### config.mk
export PLATFORM = sky130hd
export DESIGN_NAME = uart_rx
export DESIGN_NICKNAME = d
export VERILOG_FILES = /design/src/rtl/uart_rx.sv
export SDC_FILE = /design/constraint.sdc
export NUM_CORES = 1
export LEC_CHECK = 0
export ABC_AREA = 0
export CAP_MARGIN = 5
export CORE_AREA = 8 8 56 70
export DETAILED_ROUTE_END_ITERATION = 6
export DIE_AREA = 0 0 64 78
export PLACE_DENSITY_LB_ADDON = 0.05
export SLEW_MARGIN = 20
export SYNTH_ARGS = -nofsm -noshare
export SYNTH_HDL_FRONTEND = slang
export SYNTH_SLANG_ARGS = --single-unit
### constraint.sdc
create_clock -name CLK -period 2.45 [get_ports CLK]
set_input_delay 0.49 -clock CLK [delete_from_list [all_inputs] [get_ports CLK]]
set_output_delay 0.49 -clock CLK [all_outputs]
set_load 0.1 [all_outputs]
### src/rtl/uart_rx.sv
// UART receiver: 2-flop synchronised RXD, 8N1 deserialiser with a one-entry holding register.
// Define UART_RX_PARITY_EN to add an even-parity bit between the data bits and the stop bit.
`timescale 1ns/1ps

module uart_rx #(
   parameter int CLK_FREQ_HZ = 12_000_000,
   parameter int BAUD_RATE   = 115200
) (
   input  logic       CLK,
   input  logic       RESET,
   input  logic       RXD,
   input  logic       RX_READ,
   output logic [7:0] RX_DATA,
   output logic       RX_VALID,
   output logic       FRAME_ERR,
   output logic       PARITY_ERR,
   output logic       OVERRUN,
   output logic [2:0] dbg_state
);

   // CLKS_PER_BIT must be at least 8 for the half-bit start qualification to be meaningful.
   localparam int CLKS_PER_BIT = CLK_FREQ_HZ / BAUD_RATE;
   localparam int BW           = $clog2(CLKS_PER_BIT + 1);
   localparam logic [BW-1:0] HALF_M1 = BW'(CLKS_PER_BIT / 2 - 1);
   localparam logic [BW-1:0] FULL_M1 = BW'(CLKS_PER_BIT - 1);

   typedef enum logic [2:0] {
      S_IDLE   = 3'd0,
      S_START  = 3'd1,
      S_DATA   = 3'd2,
`ifdef UART_RX_PARITY_EN
      S_PARITY = 3'd4,
`endif
      S_STOP   = 3'd3
   } state_t;

   state_t          state, state_next;
   logic [BW-1:0]   baud_cnt, baud_next;
   logic [2:0]      bit_cnt, bit_next;
   logic [7:0]      shift, shift_next;
   logic            rx_meta, rx_sync, rx_prev;
   logic            fall;
   logic            commit;
`ifdef UART_RX_PARITY_EN
   logic            par_err_q, par_err_next;
`endif

   assign dbg_state = state;

   // Idle-high synchroniser; rx_prev only exists to find the 1->0 transition.
   always_ff @(posedge CLK or posedge RESET) begin
      if (RESET) begin
         rx_meta <= 1'b1;
         rx_sync <= 1'b1;
         rx_prev <= 1'b1;
      end else begin
         rx_meta <= RXD;
         rx_sync <= rx_meta;
         rx_prev <= rx_sync;
      end
   end

   assign fall = rx_prev & ~rx_sync;

   always_comb begin
      state_next = state;
      baud_next  = baud_cnt + BW'(1);
      bit_next   = bit_cnt;
      shift_next = shift;
      commit     = 1'b0;
`ifdef UART_RX_PARITY_EN
      par_err_next = par_err_q;
`endif
      case (state)
         S_IDLE: begin
            baud_next = '0;
            bit_next  = '0;
            if (fall) state_next = S_START;
         end
         S_START: begin
            // Mid start bit: a line that is already high again was a glitch.
            if (baud_cnt == HALF_M1) begin
               baud_next  = '0;
               state_next = rx_sync ? S_IDLE : S_DATA;
            end
         end
         S_DATA: begin
            if (baud_cnt == FULL_M1) begin
               baud_next  = '0;
               shift_next = {rx_sync, shift[7:1]};
               bit_next   = bit_cnt + 3'd1;
               if (bit_cnt == 3'd7) begin
`ifdef UART_RX_PARITY_EN
                  state_next = S_PARITY;
`else
                  state_next = S_STOP;
`endif
               end
            end
         end
`ifdef UART_RX_PARITY_EN
         S_PARITY: begin
            if (baud_cnt == FULL_M1) begin
               baud_next    = '0;
               par_err_next = (^shift) ^ rx_sync;
               state_next   = S_STOP;
            end
         end
`endif
         S_STOP: begin
            // Committing mid stop bit leaves half a bit to catch a back-to-back start edge.
            if (baud_cnt == FULL_M1) begin
               baud_next  = '0;
               commit     = 1'b1;
               state_next = S_IDLE;
            end
         end
         default: begin
            baud_next  = '0;
            bit_next   = '0;
            state_next = S_IDLE;
         end
      endcase
   end

   always_ff @(posedge CLK or posedge RESET) begin
      if (RESET) begin
         state    <= S_IDLE;
         baud_cnt <= '0;
         bit_cnt  <= '0;
         shift    <= '0;
`ifdef UART_RX_PARITY_EN
         par_err_q <= 1'b0;
`endif
      end else begin
         state    <= state_next;
         baud_cnt <= baud_next;
         bit_cnt  <= bit_next;
         shift    <= shift_next;
`ifdef UART_RX_PARITY_EN
         par_err_q <= par_err_next;
`endif
      end
   end

   // Holding register handshake: RX_VALID means a byte is held; RX_READ consumes it on the
   // next edge. A commit while a byte is still held and unread is dropped and flags OVERRUN.
   always_ff @(posedge CLK or posedge RESET) begin
      if (RESET) begin
         RX_DATA   <= 8'h00;
         RX_VALID  <= 1'b0;
         FRAME_ERR <= 1'b0;
         OVERRUN   <= 1'b0;
`ifdef UART_RX_PARITY_EN
         PARITY_ERR <= 1'b0;
`endif
      end else if (commit) begin
         if (!RX_VALID || RX_READ) begin
            RX_DATA   <= shift;
            RX_VALID  <= 1'b1;
            FRAME_ERR <= ~rx_sync;
            OVERRUN   <= 1'b0;
`ifdef UART_RX_PARITY_EN
            PARITY_ERR <= par_err_q;
`endif
         end else begin
            OVERRUN <= 1'b1;
         end
      end else if (RX_READ && RX_VALID) begin
         RX_VALID  <= 1'b0;
         FRAME_ERR <= 1'b0;
         OVERRUN   <= 1'b0;
`ifdef UART_RX_PARITY_EN
         PARITY_ERR <= 1'b0;
`endif
      end
   end

`ifndef UART_RX_PARITY_EN
   assign PARITY_ERR = 1'b0;
`endif

endmodule

==> results of run 1 <==
routing by layer:
layer | part of all wire | vias up | track usage
met5 | 0 | - | 0
met4 | 0.010 | 0 | 0.0537
met3 | 0.037 | 4 | 0.0431
met2 | 0.50 | 16 | 0.168
met1 | 0.45 | 437 | 0.126
li1 | - | 433 | -
state kept, by name, summed over array words and instances (netlist names), 2 cells and up:
signal     cells
RX_DATA        8
baud_cnt       7
bit_cnt        3
dbg_state      2
shift          8
layout by cell type, fill, tap and decap left out, types with 2 or more instances in the layout:
master,instances
a21oi_1,3
buf_4,14
clkbuf_4,5
clkdlybuf4s50_1,3
conb_1,2
dfrtp_1,31
dfstp_2,3
ha_1,3
inv_1,2
mux2_2,17
nand2_1,6
nand3_1,3
nand3_4,2
nor2_1,9
nor2b_1,3
o211ai_1,2
o21a_1,2
xnor2_1,3
xor2_1,2
power by group:
| group | switching [mW] | leakage [nW] | internal [mW] |
|---|---|---|---|
| clock network | 0.182 | 0.0353 | 0.139 |
| registers | 0.110 | 0.449 | 0.633 |
| logic | 0.215 | 0.332 | 0.134 |
stage by stage:
step | cell area, sq um | hold slack (ns) | std cells | total power [mW]
after floorplan | 1510 | 0.345 | 114 | 1.03
after global placement | 1670 | 0.347 | 163 | 1.09
after detailed placement | 1670 | 0.348 | 163 | 1.11
after CTS | 1730 | 0.362 | 171 | 1.43
after global routing | 1730 | 0.369 | 171 | 1.50
final | 1730 | 0.361 | 171 | 1.41
logic make-up (layout without fill, tap and decap cells):
| kind of cell | count (synthesis) | in the layout | synth area share |
|---|---|---|---|
| DFF | 34 | 34 | 0.568 |
| and+or+nand+nor | 34 | 34 | 0.161 |
| muxes | 17 | 17 | 0.127 |
| AOI/OAI and AO/OA | 13 | 13 | 0.0674 |
| buffers and inverters | 6 | 27 | 0.0200 |
| xor gates and xnor gates | 5 | 5 | 0.0291 |
| adders and majority gates | 3 | 3 | 0.0250 |
| other | 1 | 2 | 0.00249 |
critical path, cell delays in order (launching register included):
cell and delay (ns):
dfrtp_1 0.39, ha_1 0.32, and3_2 0.28, nand2_2 0.08, nor2_4 0.25, mux2_2 0.38
Yosys cell counts (2+ instances only):
master,number
nand3_1,3
inv_1,2
o21a_1,2
nor2b_1,3
mux2_2,17
nand2_1,6
nand3_4,2
a21oi_1,3
xnor2_1,3
ha_1,3
dfrtp_1,31
dfstp_2,3
o211ai_1,2
buf_4,2
xor2_1,2
clkbuf_1,2
nor2_1,9
worst paths after layout:
path	start	end	slack (ns)	cells past startpoint
max	baud_cnt[0]	shift[5]	0.63	5
min in group asynchronous	RESET	baud_cnt[6]	0.54	3
min	rx_meta	rx_sync	0.36	0
min reg2reg	rx_meta	rx_sync	0.36	0
max in group asynchronous	RESET	rx_sync	1.56	3
max reg2reg	baud_cnt[0]	shift[5]	0.63	5
area by class of cell:
cell class / instances / area [sq um] / area share
flip-flops and latches: 34 / 855 / 0.495
well taps: 36 / 45.0 / 0.0261
multi-input cells: 74 / 623 / 0.361
clock buffers: 7 / 55.1 / 0.0319
clock inverters: 1 / 5.00 / 0.00290
repair buffers: 17 / 135 / 0.0783
inverters: 2 / 7.51 / 0.00435
==> flow_summary.ini, run 1 <==
[floorplanning]
start_util = 0.530
dieArea_sq_um = 4990
die_h_um = 78
die_x_um = 64
coreArea_sq_um = 2840
num_rows = 22
ioPinCount = 19

[logic_synthesis]
synthTopCellsByArea = dfrtp_1 52%, mux2_2 13%, dfstp_2 5.2%
yosysWarningCount = 0
postSynthCellCount = 113
synth_top_flop_cell = dfrtp_1
synth_enable_flop_cells = 0
synthArstFlopShare = 1.00
synth-seq-cells = 34
ys_types = 35
synth.avg_cell_area_sq_um = 13.3
yosys.area.top_type_share = 0.516
netlist_area_sq_um = 1500
synth_top_cell_by_area = dfrtp_1
ys_seq_area_frac = 0.568

[grt]
grt_pass1_wl_um = 4260
grt_max_degree = 35
groute.usage.overall = 0.108
grt.overflow.total = 0
antenna_found_initial = 0
grt_pass1_vias = 884

[timing]
fin_crit_sh = 0.743
hold_viol = 0
finalClockSkew_ns = 0.00938
fin_crit_ns = 1.82
rsz0062_at_grt = no
fmax_ghz = 0.549
slew_viol_final = 0
setup_tns_ns = 0
setup_ws_ns = 0.629
setup_viol = 0

[cts]
cts_sinks = 34
root_buffer = clkbuf_4
clock_path_buffers = 2
cts_buffers = 5
htreeDepth = 2
clock_latency_ns = 0.33
clk_pin_slew_ns = 0.10
ctsResizeCount = 0
cts_tree = yes
cts.hold.buffers_added = 0
postCtsSetupBuffers = 0

[worst_setup_path]
path_max_fanout = 10
worstPathRequired_ns = 2.67
cp_data_arrival_time_ns = 2.04
path_class = register to register
cp-end-kind = register
critPathLaunchType = register

[routing]
antenna_left = 0
vias = 890
first_pass_iters = 2
drcViolationCount = 0
wire_per_inst_um = 14.7
avgViaCountPerCell = 5.20
drtIter0Drc = 24
drt-total-wl_um = 2510

[status]
outcome = finished clean

[placement]
io_buffers = 16
gp_congestion = 0.738
dp_hpwl_um = 1780
preCtsSetupSlack_ns = 0.622

[final_layout]
areaGrowthSynthToFinish_pct = 14.7
drive_gt1_frac = 0.385
fin_nets = 141
nFillCells = 242
post-route-util = 0.609
num_antenna_cells = 0

[power_and_ir_drop]
p_leak_nw = 0.816
ir_drop_mv = 0.444
power.density_nw_per_um2 = 819

[run]
drv_cap = 0

[worst_hold_path]
hold_class = register to register
Power figures use the tool's default switching activity.
==> inputs of run 2 (changes only) <==
CORE_AREA = 8 8 60 74   (was 8 8 56 70)
DIE_AREA = 0 0 68 82   (was 0 0 64 78)
clock period = 1.6 ns   (was 2.45 ns; I/O delays follow)
==> run 2 against run 1 <==
Global-route usage up 0.86 points. Utilization up 0.64 points. Worst hold slack lost 0.0026 ns. First-iteration DRC count up 120%. Sequential cell count is the same. Count of clock-buffer cells in the layout is 1 higher. Non-clock buffer count rose by 10. Critical path depth is 1 lower. Setup slack lost 0.57 ns.
==> flow_summary.ini, run 2 (synthesized netlist as in run 1, its figures left out) <==
[worst_setup_path]
cp_data_arrival_time_ns = 1.70
critPathLaunchType = register
critical_path_buf_inv_count = 0
cp_slowest_cell = and4bb_4
worstPathRequired_ns = 1.77
cp-end-kind = register
critPathMaxStageDelay_ns = 0.39
cp_top_family = simple AND/OR/NAND/NOR gates
path_class = register to register
path_max_fanout = 8
crit_path_cell_trace = and4bb_4 > nand3_4 > nor2_8 > mux2_2
path_depth = 4
r2r_cells = 4

[routing]
drcViolationCount = 0
vias = 949
first_pass_iters = 4
wire_per_inst_um = 14.9
antenna_left = 0
drtIter0Drc = 52
drt-total-wl_um = 2760
avgViaCountPerCell = 5.13

[placement]
dp_hpwl_um = 1970
preCtsSetupSlack_ns = -0.0628
io_buffers = 16
gp_congestion = 0.704

[floorplanning]
dieArea_sq_um = 5580
die_x_um = 68
coreArea_sq_um = 3360
num_rows = 24
start_util = 0.447
ioPinCount = 19
die_h_um = 82

[cts]
cts_buffers = 5
clock_path_buffers = 2
clk_pin_slew_ns = 0.07
clock_latency_ns = 0.28
htreeDepth = 2
cts_tree = yes
cts_sinks = 34
root_buffer = clkbuf_8

[final_layout]
reg_top3 = RX_DATA (8), shift (8), baud_cnt (7)
drive_gt1_frac = 0.466
final_cell_mix = 28 x dfrtp_1, 17 x mux2_2, 14 x buf_12
fin_nets = 152
areaGrowthSynthToFinish_pct = 37.5
num_antenna_cells = 0
nFillCells = 280
ff_latch_area_sq_um = 866
multiInputGateArea_sq_um = 651
final_common_cell = dfrtp_1

[timing]
fin_crit_ns = 1.54
setup_viol = 0
fin_crit_sh = 0.961
hold_viol = 0
setup_ws_ns = 0.0620
hold_slack_ns = 0.359
finalClockSkew_ns = 0.00531
rsz0062_at_grt = yes
slew_viol_final = 0
fmax_ghz = 0.650

[grt]
grt_max_degree = 35
groute.usage.overall = 0.117
grt_pass1_wl_um = 4770
antenna_found_initial = 0
grt.overflow.total = 0
grt_pass1_vias = 1007

[worst_hold_path]
hold_class = register to register
holdPathStages = 0

[run]
drv_cap = 0

[power_and_ir_drop]
p_leak_nw = 0.926
power.density_nw_per_um2 = 1270
ir_drop_mv = 0.812

[status]
outcome = finished clean
==> run 2: changes by cell type in the layout (fill, tap and decap cells not counted) <==
cell	delta
ha_1	-1
clkbuf_8	+7
dfrtp_1	-3
buf_12	+14
dfrtp_4	+3
and3_2	-1
clkbuf_4	-5
and3_4	+1
clkbuf_1	-1
buf_4	-4
ha_4	+1
nor2_4	+1
clkinv_2	-1
==> run 2: routing by layer <==
layer  part of all wire  wire, um  GRT usage
met1               0.41      1130      0.128
met2               0.51      1410      0.183
met3              0.046       128     0.0505
met4              0.029        79     0.0678
met5                  0         0          0
==> run 2: stage by stage <==
| step | cell area, sq um | util | setup TNS (ns) | instances | power, mW |
|---|---|---|---|---|---|
| 2_1_floorplan | 1540 | - | 0 | 114 | 1.60 |
| 6_report | 2070 | 0.615 | 0 | 185 | 2.63 |
| 5_1_grt | 2070 | 0.615 | -0.0646 | 185 | 2.79 |
| 4_1_cts | 2060 | 0.613 | 0 | 184 | 2.66 |
| 3_3_place_gp | 1930 | 0.574 | -0.267 | 175 | 1.86 |
| 3_5_place_dp | 1930 | 0.574 | -0.534 | 175 | 1.88 |
==> run 2: worst paths after layout <==
path,end,slack (ns),from
worst max-delay path,RX_DATA[2],0.06,baud_cnt[4]
worst min-delay path,rx_sync,0.36,rx_meta
worst max register to register,RX_DATA[2],0.06,baud_cnt[4]
worst min register to register,rx_sync,0.36,rx_meta
max in group asynchronous,rx_meta,0.96,RESET
min in group asynchronous,RX_DATA[2],0.39,RESET
==> run 2: where the power goes <==
group	switching [mW]	internal [mW]	total, mW
combinational	0.422	0.371	0.793
clock	0.297	0.434	0.731
sequential	0.122	0.981	1.10
total	0.841	1.79	2.63
==> run 2: cell type report <==
class / count / share of cell area
clock buffers: 8 / 0.0532
inverters: 2 / 0.00363
multi-input cells: 75 / 0.315
flip-flops and latches: 34 / 0.419
well taps: 39 / 0.0236
repair buffers: 27 / 0.186
==> run 2: repair_timing <==
item                       4_1_cts  5_1_grt
setup buffers                    0        1
pin swaps                        2        4
resized for setup                2        0
setup endpoints to repair       19       19
hold buffers                     0        0
gates cloned                     1        0
==> inputs of run 3 (changes only) <==
--- a/config.mk
+++ b/config.mk
@@ -12,2 +12,3 @@
 export DIE_AREA = 0 0 68 82
+export MAX_ROUTING_LAYER = met4
 export PLACE_DENSITY_LB_ADDON = 0.05
==> constraint.sdc (replaced) <==
create_clock -name CLK -period 1.6 [get_ports CLK]
set_input_delay 0.4 -clock CLK [delete_from_list [all_inputs] [get_ports CLK]]
set_output_delay 0.4 -clock CLK [all_outputs]
set_load 0.1 [all_outputs]
==> run 3 against run 2 <==
Critical path depth grew 1. First-iteration DRC count is 13% lower. Setup slack worse by 0.029 ns. Worst hold slack better by 0.00078 ns. Wire length is 1.9% lower. Clock skew up 0.0074 ns. Count of clock-buffer cells in the layout down 1. Clock power down 13%. Register-to-register slack got worse by 0.03 ns. Final cell count increased by 0.54%. Sequential power barely moved.
==> flow_summary.ini, run 3 (synthesized netlist as in run 1, its figures left out) <==
[status]
outcome = finished clean

[routing]
wire_per_inst_um = 14.5
avgViaCountPerCell = 5.05
vias = 939
drtIter0Drc = 45
drcViolationCount = 0
first_pass_iters = 4
drt-total-wl_um = 2700
antenna_left = 0

[final_layout]
reg_top3 = RX_DATA (8), shift (8), baud_cnt (7)
post-route-util = 0.612
areaGrowthSynthToFinish_pct = 36.8
nFillCells = 270
final_cell_area_sq_um = 2060
final_common_cell = dfrtp_1
num_antenna_cells = 0
drive_gt1_frac = 0.463
final_cell_mix = 28 x dfrtp_1, 16 x mux2_2, 14 x buf_12
fin_nets = 153

[cts]
root_buffer = clkbuf_8
clk_pin_slew_ns = 0.07
cts_buffers = 5
clock_latency_ns = 0.28
cts_sinks = 34
clock_path_buffers = 2
htreeDepth = 2
cts_tree = yes

[worst_setup_path]
path_max_fanout = 8
timing.rr.end = RX_DATA[0]
crit_path_cell_trace = ha_4 > and3_4 > nand3_4 > nor2_8 > mux2_2
crit_path_end = RX_DATA[0]
worstPathRequired_ns = 1.76
startpoint = baud_cnt[1]
r2r_slack_ns = 0.03
r2r_cells = 5
critPathMaxStageDelay_ns = 0.40
critPathLaunchType = register
cp-end-kind = register
critical_path.reg2reg.startpoint = baud_cnt[1]
cp_data_arrival_time_ns = 1.72
cp_slowest_cell = dfrtp_1
path_class = register to register

[floorplanning]
start_util = 0.447
num_rows = 24
coreArea_sq_um = 3360
ioPinCount = 19
dieArea_sq_um = 5580
die_x_um = 68
die_h_um = 82

[timing]
fin_crit_ns = 1.57
rsz0062_at_grt = yes
setup_viol = 0
hold_viol = 0
hold_slack_ns = 0.359
slew_viol_final = 0
fin_crit_sh = 0.980
setup_ws_ns = 0.0325
finalClockSkew_ns = 0.0127
fmax_ghz = 0.638

[grt]
grt_pass1_vias = 1029
grt_pass1_wl_um = 4800
grt.overflow.total = 0
grt_max_degree = 35
groute.usage.overall = 0.118
antenna_found_initial = 0

[power_and_ir_drop]
power.density_nw_per_um2 = 1240
switching_share = 0.330
p_leak_nw = 0.928
comb_power_share = 0.317
finalPower_mw = 2.55
p_int_mw = 1.71
power.share.clock = 0.250
seq_power_share = 0.433
p_sw_mw = 0.841
ir_drop_mv = 0.917

[worst_hold_path]
hold_class = register to register

[placement]
gp_congestion = 0.740
dp_hpwl_um = 1970
preCtsSetupSlack_ns = -0.123
placed_cell_area_sq_um = 1930
io_buffers = 16

[run]
drv_cap = 0
-- run 3: cell count changes in the layout (fill, tap and decap cells not counted) --
cell,delta
mux2_4,+1
clkbuf_8,-2
buf_4,+2
mux2_2,-1
clkinv_2,+1
clkbuf_1,+1
nor2_4,-1
-- run 3: power by group through the flow --
stage,Combinational (mW),Clock (mW),Sequential [mW]
floorplan,0.389,0,1.22
global placement,0.751,0,1.10
detailed placement,0.767,0,1.11
CTS,0.796,0.664,1.10
global route,0.889,0.692,1.12
finish,0.808,0.638,1.10
-- run 3: worst min-delay path by stage --
stage | start | end | slack, ns | cells after the start
2_1_floorplan | rx_meta | rx_sync | 0.35 | 0
3_3_place_gp | rx_meta | rx_sync | 0.35 | 0
3_5_place_dp | rx_meta | rx_sync | 0.35 | 0
4_1_cts | rx_meta | rx_sync | 0.36 | 0
5_1_grt | rx_meta | rx_sync | 0.36 | 0
6_report | rx_meta | rx_sync | 0.36 | 0
-- run 3: repair_timing --
action | 4_1_cts | 5_1_grt
pin swaps | 2 | 2
resized for setup | 1 | 1
buffers inserted | 2 | 1
setup endpoints to repair | 22 | 24
hold buffers | 0 | 0
-- run 3: cell type report --
class / count / area (sq um) / share of cell area
Tap cell: 39 / 48.8 / 0.0237
Sequential cell: 34 / 866 / 0.421
Clock inverter: 1 / 5.00 / 0.00243
Inverter: 2 / 7.51 / 0.00365
Clock buffer: 7 / 86.3 / 0.0420
Multi-Input combinational cell: 74 / 643 / 0.313
Timing Repair Buffer: 29 / 400 / 0.195
-- run 3: metrics by stage --
step | TNS, ns | std cells
5_1_grt | -0.553 | 186
3_5_place_dp | -1.10 | 175
6_report | 0 | 186
2_1_floorplan | 0 | 114
4_1_cts | 0 | 185
3_3_place_gp | -0.711 | 175
-- run 3: worst max-delay path, delay by kind of cell, from the launching register on --
kind	cells	cell delay, ns
DFF	1	0.40
and+or+nand+nor	3	0.52
muxes	1	0.35
adders and majority gates	1	0.16
-- run 3: per-layer routing --
metal  vias up  track usage  share of wire
met4         0       0.0616          0.015
li1        452            -              -
met2        15        0.192           0.54
met3         4       0.0327          0.037
met5         -            -              0
met1       468        0.127           0.41
